===== src/rtl/serial_comparator_if.sv =====
// Start/busy/done handshake bundle for serial_comparator.
// master: issues start/operands; slave: returns busy/done/g/e/s/cycles.
interface serial_comparator_if #(
    parameter int WIDTH = 16,
    parameter int CHUNK = 4
);
    localparam int NCH = WIDTH / CHUNK;
    localparam int CW  = $clog2(NCH + 1);

    logic             start;
    logic             signed_mode;
    logic [WIDTH-1:0] a;
    logic [WIDTH-1:0] b;
    logic             busy;
    logic             done;
    logic             g;
    logic             e;
    logic             s;
    logic [CW-1:0]    cycles;

    modport master (
        output start, signed_mode, a, b,
        input  busy, done, g, e, s, cycles
    );

    modport slave (
        input  start, signed_mode, a, b,
        output busy, done, g, e, s, cycles
    );
endinterface


===== src/rtl/serial_comparator.sv =====
// Multi-cycle MSB-first magnitude comparator, CHUNK bits per cycle.
// Ports: clk, rst_n (sync, active low), bus (slave: start/a/b/mode in, busy/done/g/e/s/cycles out).
module serial_comparator #(
    parameter int WIDTH = 16,
    parameter int CHUNK = 4
) (
    input  logic                clk,
    input  logic                rst_n,
    serial_comparator_if.slave  bus
);
    localparam int NCH = WIDTH / CHUNK;
    localparam int CW  = $clog2(NCH + 1);
    localparam logic [WIDTH-1:0] MSB = WIDTH'(1) << (WIDTH - 1);

    typedef enum logic {IDLE, RUN} state_t;

    state_t           state_q;
    state_t           state_d;
    logic [WIDTH-1:0] a_q;
    logic [WIDTH-1:0] b_q;
    logic [CW-1:0]    k_q;
    logic [CHUNK-1:0] ca;
    logic [CHUNK-1:0] cb;
    logic             last;
    logic             decide;
    logic             busy;
    logic             done_q;
    logic             g_q;
    logic             e_q;
    logic             s_q;
    logic [CW-1:0]    cyc_q;

    // Operands are shifted left as chunks match, so the chunk under
    // test is always the top CHUNK bits of the captured registers.
    assign ca     = a_q[WIDTH-1 -: CHUNK];
    assign cb     = b_q[WIDTH-1 -: CHUNK];
    assign last   = (k_q == CW'(NCH - 1));
    assign decide = (state_q == RUN) && ((ca != cb) || last);

    always_ff @(posedge clk) begin
        if (!rst_n) state_q <= IDLE;
        else        state_q <= state_d;
    end

    always_comb begin
        state_d = state_q;
        unique case (state_q)
            IDLE: if (bus.start) state_d = RUN;
            RUN:  if (decide)    state_d = IDLE;
            default: state_d = IDLE;
        endcase
    end

    always_comb begin
        busy = (state_q == RUN);
    end

    always_ff @(posedge clk) begin
        if (!rst_n) begin
            a_q    <= '0;
            b_q    <= '0;
            k_q    <= '0;
            done_q <= 1'b0;
            g_q    <= 1'b0;
            e_q    <= 1'b0;
            s_q    <= 1'b0;
            cyc_q  <= '0;
        end else begin
            done_q <= 1'b0;
            if (state_q == IDLE) begin
                if (bus.start) begin
                    // Offset-binary: flipping both sign bits turns a
                    // signed ordering into an unsigned one.
                    a_q <= bus.a ^ (bus.signed_mode ? MSB : '0);
                    b_q <= bus.b ^ (bus.signed_mode ? MSB : '0);
                    k_q <= '0;
                end
            end else if (decide) begin
                g_q    <= (ca > cb);
                e_q    <= (ca == cb);
                s_q    <= (ca < cb);
                cyc_q  <= k_q + CW'(1);
                done_q <= 1'b1;
            end else begin
                a_q <= a_q << CHUNK;
                b_q <= b_q << CHUNK;
                k_q <= k_q + CW'(1);
            end
        end
    end

    assign bus.busy   = busy;
    assign bus.done   = done_q;
    assign bus.g      = g_q;
    assign bus.e      = e_q;
    assign bus.s      = s_q;
    assign bus.cycles = cyc_q;
endmodule


===== src/flat_wrapper.sv =====
// flat-port wrapper written by rule: the top's interface ports become plain ports
module serial_comparator_flat 
#(
    parameter int WIDTH = 16,
    parameter int CHUNK = 4
)
  (clk, rst_n, bus_start, bus_signed_mode, bus_a, bus_b, bus_busy, bus_done, bus_g, bus_e, bus_s, bus_cycles);
  serial_comparator_if #(.WIDTH(WIDTH), .CHUNK(CHUNK)) bus_i ();
  input  logic clk;
  input  logic rst_n;
  input wire logic [$bits(bus_i.start)-1:0] bus_start;
  input wire logic [$bits(bus_i.signed_mode)-1:0] bus_signed_mode;
  input wire logic [$bits(bus_i.a)-1:0] bus_a;
  input wire logic [$bits(bus_i.b)-1:0] bus_b;
  output wire logic [$bits(bus_i.busy)-1:0] bus_busy;
  output wire logic [$bits(bus_i.done)-1:0] bus_done;
  output wire logic [$bits(bus_i.g)-1:0] bus_g;
  output wire logic [$bits(bus_i.e)-1:0] bus_e;
  output wire logic [$bits(bus_i.s)-1:0] bus_s;
  output wire logic [$bits(bus_i.cycles)-1:0] bus_cycles;
  assign bus_i.start = bus_start;
  assign bus_i.signed_mode = bus_signed_mode;
  assign bus_i.a = bus_a;
  assign bus_i.b = bus_b;
  assign bus_busy = bus_i.busy;
  assign bus_done = bus_i.done;
  assign bus_g = bus_i.g;
  assign bus_e = bus_i.e;
  assign bus_s = bus_i.s;
  assign bus_cycles = bus_i.cycles;
  serial_comparator #(.WIDTH(WIDTH), .CHUNK(CHUNK)) u_core (.clk(clk), .rst_n(rst_n), .bus(bus_i));
endmodule

===== config.mk =====
export PLATFORM = sky130hd
export DESIGN_NAME = serial_comparator_flat
export DESIGN_NICKNAME = d
export VERILOG_FILES = /design/src/rtl/serial_comparator_if.sv /design/src/rtl/serial_comparator.sv /design/src/flat_wrapper.sv
export SDC_FILE = /design/constraint.sdc
export NUM_CORES = 1
export LEC_CHECK = 0
export ABC_CLOCK_PERIOD_IN_PS = 1700
export CELL_PAD_IN_SITES_DETAIL_PLACEMENT = 0
export CELL_PAD_IN_SITES_GLOBAL_PLACEMENT = 1
export CORE_ASPECT_RATIO = 1.25
export CORE_MARGIN = 2
export CORE_UTILIZATION = 36
export CTS_BUF_LIST = sky130_fd_sc_hd__clkbuf_8
export DETAILED_ROUTE_END_ITERATION = 10
export GPL_TIMING_DRIVEN = 0
export PLACE_DENSITY_LB_ADDON = 0.05
export SETUP_SLACK_MARGIN = 0.02
export SLEW_MARGIN = 25
export SYNTH_ARGS = -nofsm -noshare
export SYNTH_HDL_FRONTEND = slang
export SYNTH_SLANG_ARGS = --single-unit

===== constraint.sdc =====
create_clock -name clk -period 1.7 [get_ports clk]
set_input_delay 0.51 -clock clk [delete_from_list [all_inputs] [get_ports clk]]
set_output_delay 0.51 -clock clk [all_outputs]
set_load 0.01 [all_outputs]

==> flow_metrics.env <==
export IMPL_p_int_uw=1720
export IMPL_crit_start="bus_start"
export IMPL_numPortBuffers=43
export IMPL_area_delta_synth_final_pct=36.1
export IMPL_seq_power_share=0.474
export IMPL_finalPower_uw=2440
export IMPL_grt_max_degree=12
export IMPL_dieArea_um2=6210
export IMPL_dr_pass1_iters=4
export IMPL_cts_tree="built"
export IMPL_hold_class="flip-flop to flip-flop"
export IMPL_p_leak_uw=0.00110
export IMPL_synth_net_count=251
export IMPL_overflow=0
export IMPL_clkSlewWorstSetupHoldPaths_ns=0.08
export IMPL_worst_hold_slack_ns=0.456
export IMPL_comb_power_share=0.281
export IMPL_grt_pass1_vias=1628
export IMPL_clockRootBuffer="clkbuf_8"
export IMPL_place_ws_ns=-0.355
export IMPL_synth_top_area_cell="dfxtp_1"
export IMPL_dp_hpwl_um=3420
export IMPL_avgRoutedWirePerCell_um=14.7
export IMPL_r2r_cells=8
export IMPL_globalplace_congestion=0.714
export IMPL_grtUsageTotal=0.160
export IMPL_min_period_ns=1.65
export IMPL_viasPerCell=5.08
export IMPL_synth_edff_count=0
export IMPL_stdcell_count=325
export IMPL_final_hold_violation_count=0
export IMPL_fmax_mhz=606
export IMPL_synth_seq_cells=43
export IMPL_cp_data_required_time_ns=1.89
export IMPL_core_area_um2=5410
export IMPL_post_synth_top_count_cell="dfxtp_1"
export IMPL_die_w_um=70.9
export IMPL_synth_area_mux_share=0.109
export IMPL_clock_latency_ns=0.29
export IMPL_max_cap_violations=0
export IMPL_cts_buffers=5
export IMPL_yosysSeqAreaShare=0.427
export IMPL_switchingPower_uw=720
export IMPL_num_rows=30
export IMPL_via_count=1650
export IMPL_cts_path_max_buffers=2
export IMPL_multi_input_area_um2=1100
export IMPL_die_h_um=87.6
export IMPL_drc=0
export IMPL_critPathKind="input pin to flip-flop"
export IMPL_startpoint_type="input pin"
export IMPL_synthFlopType="dfxtp_1"
export IMPL_fin_ws_ns=0.0487
export IMPL_ys_async_sr_fraction=0
export IMPL_synth_simple_area_share=0.145
export IMPL_crit_fanout=10
export IMPL_wirelength_um=4770
export IMPL_worstHoldStart="u_core.bus.cycles[1]"
export IMPL_cts_sinks=43
export IMPL_dp_cells=316
export IMPL_drtIter0Drc=43
export IMPL_ff_latch_area_um2=862
export IMPL_ys_warn_count=0
export IMPL_r2r_start="u_core.b_q[15]"
export IMPL_syn_inst=209
export IMPL_synthXorXnorAreaFrac=0.00870
export IMPL_worst_pin_slew_ns=0.532
export IMPL_critPathCaptureType="flip-flop"
export IMPL_syn_area_um2=2010
export IMPL_ys_types=32
export IMPL_postRouteAntennaNets=0
export IMPL_fill_cells=545
export IMPL_yosys_area_share_adder=0.0373
export IMPL_status="finished clean"
export IMPL_start_util=0.373
export IMPL_synth_top_family_by_area="compound AO/OA/AOI/OAI gates"
export IMPL_yosysTopAreaCellShare=0.427
export IMPL_antenna_found_initial=0
export IMPL_critPathArrivalTime_ns=1.84
export IMPL_ios=44
export IMPL_synth_compound_area_share=0.212
export IMPL_finalCritPeriodShare=0.971
export IMPL_drive_gt1_frac=0.207
export IMPL_whs_path_depth=2
export IMPL_p_per_area_nw_per_um2=891
export IMPL_cts_htree_levels=2
export IMPL_diodes=0
export IMPL_clkPwrFrac=0.245
export IMPL_drv_slew=0
export IMPL_relSlewSlack=0.645
export IMPL_finClkSkew_ns=0.00683
export IMPL_rsz0062_at_grt="true"
export IMPL_setup_violations_final=0
export IMPL_peakVddDrop_mv=0.550
export IMPL_ys_top_cells_by_area="dfxtp_1 43%, mux2i_1 11%, a211oi_2 11%"
export IMPL_swShare=0.295
export IMPL_avgSynthCellArea_um2=9.64
export IMPL_yosys_top_cells_count="43 x dfxtp_1, 24 x nor2_1, 22 x mux2i_1, 18 x nand3_1, 17 x a211oi_2"
export IMPL_grt_pass1_wl_um=7710
export IMPL_fin_nets=304
-- worst max-delay path: stages --
cell and delay, ns:
clkdlybuf4s50_1 0.41, nor2b_2 0.16, buf_6 0.11, a21o_4 0.19, buf_8 0.13, buf_6 0.15
nand3_1 0.10, o31ai_2 0.07
-- cell type report --
| type | count | area share |
|---|---|---|
| multi-input cells | 144 | 0.402 |
| plain buffers | 16 | 0.0447 |
| clock inverters | 1 | 0.00137 |
| well taps | 64 | 0.0292 |
| flip-flops and latches | 43 | 0.314 |
| clock buffers | 5 | 0.0251 |
| inverters | 6 | 0.00822 |
| repair buffers | 46 | 0.175 |
-- placed cells by master (no fill, tap or decap), drive strengths merged, types with 2 or more instances in the layout --
cell type | synthesis | layout
xnor2 | 2 | 2
nand3 | 18 | 18
buf | 13 | 15
nor2 | 24 | 24
a21oi | 14 | 14
mux2i | 22 | 22
o31ai | 2 | 2
clkdlybuf4s50 | 0 | 36
o21ai | 6 | 6
nand2 | 14 | 14
clkbuf | 3 | 9
nand2b | 2 | 2
a211oi | 23 | 23
dlymetal6s2s | 0 | 6
nor2b | 3 | 3
dfxtp | 43 | 43
inv | 6 | 7
ha | 6 | 6
-- power by group through the flow --
| stage | logic (uW) | registers [uW] | clock network (uW) |
|---|---|---|---|
| 2_1_floorplan | 412 | 1170 | 0 |
| 3_3_place_gp | 620 | 1180 | 0 |
| 3_5_place_dp | 621 | 1180 | 0 |
| 4_1_cts | 679 | 1160 | 616 |
| 5_1_grt | 754 | 1170 | 655 |
| 6_report | 687 | 1160 | 598 |
-- metrics by stage --
stage	cell area [um2]	utilization	TNS, ns
3_3_place_gp	2520	0.467	-10.64
4_1_cts	2680	0.496	0
2_1_floorplan	2010	-	0
3_5_place_dp	2520	0.467	-10.24
5_1_grt	2740	0.507	0
6_report	2740	0.507	0
-- cells by family (layout without fill, tap and decap cells) --
logic type	Yosys count	in the layout
compound gates	50	50
xor+xnor	2	2
fa+ha+maj	6	6
mux	22	22
simple gates	64	64
flops	43	43
buf+inv	22	74
-- timing repair --
item / 4_1_cts / 5_1_grt
endpoints found under the setup margin: 31 / 30
buffers inserted: 3 / 0
pin swaps: 1 / 2
gates cloned: 0 / 0
gates resized for setup: 13 / 17
hold buffers: 0 / 0
-- worst paths after layout --
kind	end	slack, ns
setup / recovery	u_core.b_q[15]	0.05
hold / removal	u_core.bus.cycles[1]	0.46
setup reg to reg	u_core.b_q[15]	0.09
hold reg to reg	u_core.bus.cycles[1]	0.46
-- sequential cells by signal (all words and copies together), names as in the netlist --
signal and cells:
u_core.b_q 16, u_core.bus.cycles 3, u_core.k_q 3, u_core.a_q 16
u_core.bus.s 1, u_core.bus.g 1, u_core.bus.e 1, u_core.bus.done 1
u_core.bus.busy 1
-- layer usage --
metal | vias to the layer above | wire length [um] | global-route usage
li1 | 851 | - | -
met4 | 0 | 74 | 0.0446
met5 | - | 0 | 0
met3 | 8 | 167 | 0.0368
met2 | 40 | 2460 | 0.279
met1 | 751 | 2060 | 0.199
Power figures use the tool's default switching activity.
